**config.mk**
```make
export PLATFORM = sky130hd
export DESIGN_NAME = fifo_rd_packer
export DESIGN_NICKNAME = d
export VERILOG_FILES = /design/src/rtl/fifo_rd_packer.sv
export SDC_FILE = /design/constraint.sdc
export NUM_CORES = 1
export LEC_CHECK = 0
export ABC_AREA = 0
export CAP_MARGIN = 0
export CORE_MARGIN = 4
export CORE_UTILIZATION = 59
export DETAILED_ROUTE_END_ITERATION = 12
export GPL_ROUTABILITY_DRIVEN = 0
export PLACE_DENSITY = 0.85
export RECOVER_POWER = 50
export SETUP_SLACK_MARGIN = 0.3
export SLEW_MARGIN = 20
export SYNTH_ARGS = -nofsm -noshare
export SYNTH_HDL_FRONTEND = slang
export SYNTH_SLANG_ARGS = --single-unit
```
**constraint.sdc**
```tcl
create_clock -name clk_read -period 3.7 [get_ports clk_read]
set_input_delay 0.74 -clock clk_read [delete_from_list [all_inputs] [get_ports clk_read]]
set_output_delay 0.74 -clock clk_read [all_outputs]
set_load 0.03 [all_outputs]
```
**src/rtl/fifo_rd_packer.sv**
```systemverilog
// Read-side packer: pops entries from an async FIFO and packs RATIO of them per output word.
// Partial words leave on an explicit flush or after TIMEOUT idle cycles, tagged with their entry count.
module fifo_rd_packer #(
  parameter int DATA_WIDTH = 8,
  parameter int RATIO      = 4,
  parameter int TIMEOUT    = 16
) (
  input  logic                              clk_read,
  input  logic                              rst,
  input  logic                              fifo_empty,
  input  logic [DATA_WIDTH-1:0]             fifo_data,
  output logic                              fifo_read,
  input  logic                              flush,
  output logic [DATA_WIDTH*RATIO-1:0]       out_data,
  output logic [$clog2(RATIO):0]            out_count,
  output logic                              out_valid,
  input  logic                              out_ready,
  output logic                              busy
);

  localparam int CW = $clog2(RATIO) + 1;
  localparam int WW = DATA_WIDTH * RATIO;

  typedef enum logic {ST_FILL, ST_FLUSH} state_t;

  state_t          r_state;
  state_t          w_state_nxt;
  logic [WW-1:0]   r_acc;
  logic [CW-1:0]   r_cnt;
  logic [WW-1:0]   r_out_data;
  logic [CW-1:0]   r_out_count;
  logic            r_out_valid;
  logic            w_full;
  logic            w_load;
  logic            w_pop;
  logic            w_hit;
  logic [WW-1:0]   w_masked;

  // State register
  always_ff @(posedge clk_read or posedge rst) begin
    if (rst) r_state <= ST_FILL;
    else     r_state <= w_state_nxt;
  end

  // Next-state logic; flush is ignored once already flushing
  always_comb begin
    w_state_nxt = r_state;
    case (r_state)
      ST_FILL:  if (flush || w_hit) w_state_nxt = ST_FLUSH;
      ST_FLUSH: if (w_load || r_cnt == '0) w_state_nxt = ST_FILL;
      default:  w_state_nxt = ST_FILL;
    endcase
  end

  // Output / control logic
  always_comb begin
    w_full    = (r_cnt == CW'(RATIO));
    w_load    = (!r_out_valid || out_ready) &&
                (w_full || (r_state == ST_FLUSH && r_cnt != '0));
    w_pop     = !fifo_empty && r_state == ST_FILL && (!w_full || w_load);
    fifo_read = w_pop;
    busy      = (r_cnt != '0) || r_out_valid || (r_state == ST_FLUSH);
    for (int i = 0; i < RATIO; i++)
      w_masked[i*DATA_WIDTH +: DATA_WIDTH] =
        (CW'(i) < r_cnt) ? r_acc[i*DATA_WIDTH +: DATA_WIDTH] : '0;
  end

  // Accumulator: a pop in the same cycle as a load starts the next word in slot 0
  always_ff @(posedge clk_read or posedge rst) begin
    if (rst) begin
      r_acc <= '0;
      r_cnt <= '0;
    end else if (w_load) begin
      if (w_pop) begin
        r_acc <= WW'(fifo_data);
        r_cnt <= CW'(1);
      end else begin
        r_acc <= '0;
        r_cnt <= '0;
      end
    end else if (w_pop) begin
      for (int i = 0; i < RATIO; i++)
        if (r_cnt == CW'(i)) r_acc[i*DATA_WIDTH +: DATA_WIDTH] <= fifo_data;
      r_cnt <= r_cnt + 1'b1;
    end
  end

  always_ff @(posedge clk_read or posedge rst) begin
    if (rst) begin
      r_out_data  <= '0;
      r_out_count <= '0;
      r_out_valid <= 1'b0;
    end else if (w_load) begin
      r_out_data  <= w_masked;
      r_out_count <= r_cnt;
      r_out_valid <= 1'b1;
    end else if (r_out_valid && out_ready) begin
      r_out_valid <= 1'b0;
    end
  end

  assign out_data  = r_out_data;
  assign out_count = r_out_count;
  assign out_valid = r_out_valid;

  generate
    if (TIMEOUT > 0) begin : g_timer
      localparam int TW = $clog2(TIMEOUT + 1);
      logic [TW-1:0] r_timer;

      // The edge that would reach TIMEOUT switches to FLUSH instead
      assign w_hit = (r_state == ST_FILL) && (r_cnt != '0) && fifo_empty &&
                     (r_timer == TW'(TIMEOUT - 1));

      always_ff @(posedge clk_read or posedge rst) begin
        if (rst)
          r_timer <= '0;
        else if (w_pop || r_cnt == '0 || r_state == ST_FLUSH || w_hit)
          r_timer <= '0;
        else if (fifo_empty)
          r_timer <= r_timer + 1'b1;
      end
    end else begin : g_no_timer
      assign w_hit = 1'b0;
    end
  endgenerate

endmodule

```
==> impl_results.md, run 1 <==
* Cell Area, Synth at roughly 3700 um^2
* Die area at 7570 um^2
* Fin Clk Skew at 0.00675 ns
* Die width at 87.0 um
* Synth Flop Type: dfrtp_1
* Vias in the first global route at 2741
* Worst path required time at 2.96 ns
* Seq/Total Area, Yosys at 52.3%
* PD cells at 806 nW/um^2
* Drt drc at 0
* Largest net degree at the start of global routing at a little under 70
* LEAKAGE at 1.84 nW
* Status: finished, violations left
* Placed cell areas at 4130 um^2
* Setup TNS Final at 0 ns
* Synth warn at 0
* Final setup vio count at 0
* 1st-iter DRT viols at 195
* Clock Latency Late Sink at 0.35 ns
* Synthesized area per cell at 10.5 um^2
* Most common library cells after synthesis: dfrtp_1, o21ai_0, nand2_1, a21oi_1, nand3_1
* Clock sink count at 77
* Most frequent cell after synthesis: dfrtp_1
* Nets at about 400
* Top delay family on crit path: buffers and inverters
* Max Clk Rate at 296 MHz
* CTS clock-pin slew for the worst setup and hold paths at 0.08 ns
* Antenna cell count at 0
* Reg2Reg Setup Slack at about 1.1 ns
* Crit end category: primary output
* Antenna-violating nets left at 0
* Cell Rows at 28
* Synth Net Count at 368
* Die Y at 87.0 um
* Synth top area cells: dfrtp_1, o21ai_0, a21oi_1, nand2_1, o31ai_1
* Post-Route WL at 8020 um
* CTS Hold Bufs at 0
* Area leader, netlist: dfrtp_1
* Buf/Inv on CP at 2
* PortBufs at 50
* Initial antenna violation count at 0
* Clock buffer depth at 2
* Via/cell ratio at 6.03
* Final Hold Violating Endpoints at 0
* RSZ-0062 raised after global routing: yes
* Worst ir drop on vdd at 734 uV
* Critical path, cell by cell: inv_1, ha_2, nand2b_1, or3_1, clkdlybuf4s50_1
* Setup WS post-layout at 0.323 ns
* EDFF count, synth at 0
* Async set-reset flop share out of synthesis at 100%
* Hold WC Path Type: flip-flop to flip-flop
* Critical path origin: r_cnt[0]
* # IOs at 51
* Fin crit period at 3.38 ns
* Crit-path slowest cell: clkdlybuf4s50_1
* CP startpoint kind: flip-flop
* Relative slew slack at -8.15%
* Max Cap Violations at 1
* Area grow syn2layout at 18.8%
* DR vias at 2818
* Setup CP Type: flip-flop to primary output
* Clk root buf: clkbuf_8
* Crit Reg-Reg Startpoint: r_cnt[0]
* Pre-CTS setup slack at 0.416 ns
* Dpl hpwl at 5390 um
* Worst slew pin tran at 1.62 ns
* Share of cells above drive strength 1 at between 10% and 20%
* H-tree depth at 3
* Slew Viols, Final at 32
* Post-synth top area share at 52.3%
* Synth Register Bits at a little under 80
* Final period utilization at 91.3%
* TritonCTS Buffers at 9
* Max incr delay on CP at 0.60 ns
* Worst Path Arrival at 2.64 ns
* Total gr overflow at 0
* Starting Density at approximately three fifths
* CTS tree: done
* Hold Startpoint: out_data[15]
* Post-CTS Repair Setup Buffers at 0
* GRT Total Usage at 23.4%
* Worst hold slack at 0.509 ns
* DRT Pass-1 Iters at 4
* Final Instance Area at 4370 um^2
* Syn Inst Count at 350
* WL/cell at ~17 um
* Synth unique cells at between 40 and 50
* Failing checks: capacitance limit, slew limit
* First-pass GRT wire length at 13600 um
* Crit Path Max Fanout at 16
* Core Area at 5990 um^2
[worst register-to-register path, stage by stage (launching register included)]
cell	delay (ns)
dfrtp_2	0.51
inv_1	0.30
ha_2	0.40
mux2i_4	0.28
buf_4	0.56
a2bb2oi_4	0.29
a22o_1	0.20
[kinds of logic (layout without fill, tap and decap cells)]
group	after synthesis	in the layout	share of synthesized area, %
AOI/OAI and AO/OA	136	136	24.4
and+or+nand+nor	81	81	12.1
DFF	77	77	52.3
buffers and inverters	44	86	6.87
muxes	6	6	2.35
adders and majority gates	5	5	1.70
xor gates and xnor gates	1	1	0.238
[where the power goes]
group          internal, mW  switching [mW]
logic                 0.522           0.938
clock network         0.480           0.301
registers              1.08           0.202
[sequential cells by signal (all words and copies together) (netlist names)]
register / count
out_data: 32
g_timer.r_timer: 5
out_valid: 1
r_state: 1
r_cnt: 3
r_acc: 32
out_count: 3
[cell usage in the layout, fill, tap and decap left out, drive strengths merged, types with 8 or more instances in the layout]
master          n
o31ai          25
nand3          17
a21oi          27
dlygate4sd3    14
inv            14
nand2          36
a22o            8
o41ai           8
dfrtp          77
o21ai          59
clkdlybuf4s50  36
clkbuf         13
[stage by stage]
| step | power, mW | util, % | std cells |
|---|---|---|---|
| floorplan | 2.41 | - | 350 |
| global placement | 2.71 | 68.9 | 452 |
| detailed placement | 2.76 | 68.9 | 452 |
| CTS | 3.55 | 73.1 | 467 |
| global route | 3.73 | 73.0 | 467 |
| finish | 3.52 | 73.0 | 467 |
[timing repair]
| item | 4_1_cts | 5_1_grt |
|---|---|---|
| pin swaps | 0 | 0 |
| setup endpoints to repair | 2 | 2 |
| gates resized for setup | 2 | 1 |
[path summary, 6_finish.rpt]
kind	depth (start not counted)	end
hold / removal	2	out_data[15]
setup / recovery	5	busy
min in group asynchronous	2	out_data[4]
setup reg to reg	6	r_acc[5]
max in group asynchronous	3	r_acc[17]
hold reg to reg	2	out_data[15]
[routing by layer]
layer / vias to the layer above / track usage (%) / share of wire [%]
met5: - / 0 / 0
met4: 0 / 11.9 / 2.4
met3: 13 / 4.07 / 4.9
met2: 73 / 35.5 / 48
met1: 1381 / 32.5 / 45
li1: 1351 / - / -
[layout make-up]
type / instances / area [um^2]
sequential: 77 / 1930
fill: 430 / 1620
inverter: 14 / 52.6
clock buffer: 11 / 151
timing repair buffer: 57 / 546
clock inverter: 4 / 95.1
tap: 75 / 93.8
multi-input combinational: 229 / 1500
Note: power is estimated with default switching activity, not from simulation.
==> run 2: changes to the inputs <==
TNS_END_PERCENT = 20   (was default)
==> results of run 2 <==
Final layout, timing and power as in run 1 (identical DEF).
==> run 3: changes to the inputs <==
CORE_ASPECT_RATIO = 0.5   (was default)
==> run 3 against run 2 <==
Net effect: global-route usage is 0.73 points higher; largest cell class unchanged; the run still ends with capacitance limit, slew limit left; routed wire length is 5.0% higher; count of clock-buffer cells in the layout is 1 lower; largest power group unchanged; hold slack worse by 0.0016 ns; non-clock buffer count is 1 higher; flip-flop and latch count stayed put.
==> impl_results.md, run 3 (synthesized netlist as in run 1, its figures left out) <==
* Relative slew slack at -20.5% (-12 points)
* Clock sink count at 77 (unchanged)
* # IOs at 51 (unchanged)
* Die Y at 63.9 um (-27%)
* CTS tree: done
* Top delay family on crit path: buffers and inverters
* LEAKAGE at 1.87 nW (+1.4%)
* Cell Rows at 20 (-29%)
* Max incr delay on CP at 0.60 ns (about the same)
* Post-CTS Repair Setup Buffers at 0 (unchanged)
* Worst ir drop on vdd at 393 uV (-46%)
* Largest net degree at the start of global routing at 78 (+13%)
* Hold WC Path Type: flip-flop to flip-flop
* Final setup vio count at 0 (unchanged)
* Antenna-violating nets left at 0 (unchanged)
* Share of cells above drive strength 1 at 12.5% (+0.73 points)
* Dpl hpwl at 5550 um (+3.0%)
* Antenna cell count at 0 (unchanged)
* Total gr overflow at 0 (unchanged)
* Most frequent cells in the layout: dfrtp_1, o21ai_0, nand2_1, clkdlybuf4s50_1, a21oi_1
* Clock buffer depth at 2 (unchanged)
* PortBufs at 50 (unchanged)
* Clk root buf: clkbuf_16
* Drt drc at 0 (unchanged)
* Worst slew pin tran at 1.81 ns (+0.185 ns)
* CTS clock-pin slew for the worst setup and hold paths at 0.06 ns (-0.02 ns)
* H-tree depth at 3 (unchanged)
* Post-Route WL at 8420 um (+5.0%)
* Nets at 407 (+0.25%)
* Failing checks: capacitance limit, slew limit
* Setup CP Type: flip-flop to primary output
* Initial antenna violation count at 0 (unchanged)
* DRT Pass-1 Iters at 5 (+1)
* Vias in the first global route at 2846 (+3.8%)
* Stages on worst setup path at 5 (unchanged)
* Crit end category: primary output
* Setup TNS Final at 0 ns (unchanged)
* Clock Latency Late Sink at 0.33 ns (-0.02 ns)
* Die width at 120 um (+38%)
* Max Clk Rate at 304 MHz (+2.6%)
* First-pass GRT wire length at 14600 um (+7.2%)
* Max Cap Violations at 1 (unchanged)
* Starting Density at 60.8% (-0.66 points)
* Critical path, cell by cell: inv_1, ha_2, nand2b_1, or3_1, clkdlybuf4s50_1
* Worst Path Arrival at 2.55 ns (-0.09 ns)
* 1st-iter DRT viols at 290 (+49%)
* Core Area at 6060 um^2 (+1.1%)
* Most common cell after layout, fill and taps aside: dfrtp_1
* Die area at 7640 um^2 (+1.0%)
* Fin Clk Skew at 0.00511 ns (-0.00164 ns)
* Final Hold Violating Endpoints at 0 (unchanged)
* Crit-path slowest cell: dfrtp_1
* WL/cell at 17.5 um (+2.0%)
* Via/cell ratio at 6.08 (+0.81%)
* Area grow syn2layout at 20.3%
* Length in cells of the worst reg-to-reg path at 7 (+1)
* Post-Place Cells at 466 (+3.1%)
* Worst hold path depth at 2 (unchanged)
* TritonCTS Buffers at 9 (unchanged)
* Fin crit period at 3.29 ns (-0.0856 ns)
* Final period utilization at 89.0% (-2.3 points)
* Slew Viols, Final at 78 (+140%)
* Status: finished, violations left
* CP startpoint kind: flip-flop
* DR vias at 2926 (+3.8%)
* GRT Total Usage at 24.1% (+0.73 points)
* Worst path required time at 2.96 ns (about the same)
* Non-filler cells, final at 481 (+3.0%)
* Buf/Inv on CP at 2 (unchanged)
* RSZ-0062 raised after global routing: no
* Crit Path Max Fanout at 18 (+2)
* PD cells at 812 nW/um^2 (+0.73%)
## run 3: path summary, 6_finish.rpt
kind	start	to	slack (ns)
max	r_cnt[1]	busy	0.41
min	out_data[4]	out_data[4]	0.51
max reg2reg	r_cnt[1]	out_count[2]	1.23
min reg2reg	out_data[4]	out_data[4]	0.51
max in group asynchronous	rst	r_cnt[0]	1.01
min in group asynchronous	rst	out_data[20]	1.49
## run 3: per-layer routing
layer	vias to the layer above	part of all wire [%]	GRT usage (%)
met5	-	0	0
met4	0	2.4	7.85
met3	25	8.2	6.81
met2	123	46	37.6
met1	1424	43	33.0
li1	1354	-	-
## run 3: tightest hold or removal path, cell delays in order (launching register included)
cell and delay, ns:
dfrtp_1 0.33, o21ai_0 0.08, o41ai_1 0.06
## run 3: per-stage QoR
step / instance area (um^2) / utilization [%] / total power [mW] / hold WS [ns] / setup WS (ns)
after floorplan: 3680 / - / 2.41 / 0.473 / 0.993
after global placement: 4160 / 68.8 / 2.71 / 0.490 / 0.382
after detailed placement: 4160 / 68.8 / 2.79 / 0.492 / 0.356
after CTS: 4440 / 73.3 / 3.61 / 0.508 / 0.105
after global routing: 4430 / 73.1 / 3.82 / 0.528 / 0.325
final: 4430 / 73.1 / 3.60 / 0.507 / 0.408
## run 3: area by class of cell
| type | instances | area, um^2 |
|---|---|---|
| fill | 418 | 1630 |
| clock inverter | 5 | 35.0 |
| tap | 88 | 110 |
| sequential | 77 | 1930 |
| multi-input combinational | 229 | 1500 |
| inverter | 14 | 56.3 |
| clock buffer | 10 | 239 |
| timing repair buffer | 58 | 557 |
## run 3: power by group
part	total (mW)	internal, mW	switching [mW]
clock network	0.802	0.470	0.332
logic	1.50	0.530	0.969
registers	1.30	1.08	0.213
total	3.60	2.08	1.51
## run 3: what timing repair did
item                                    CTS  global route
hold buffers                              0             0
endpoints found under the setup margin    2             2
gates cloned                              0             0
resized for setup                         1             3
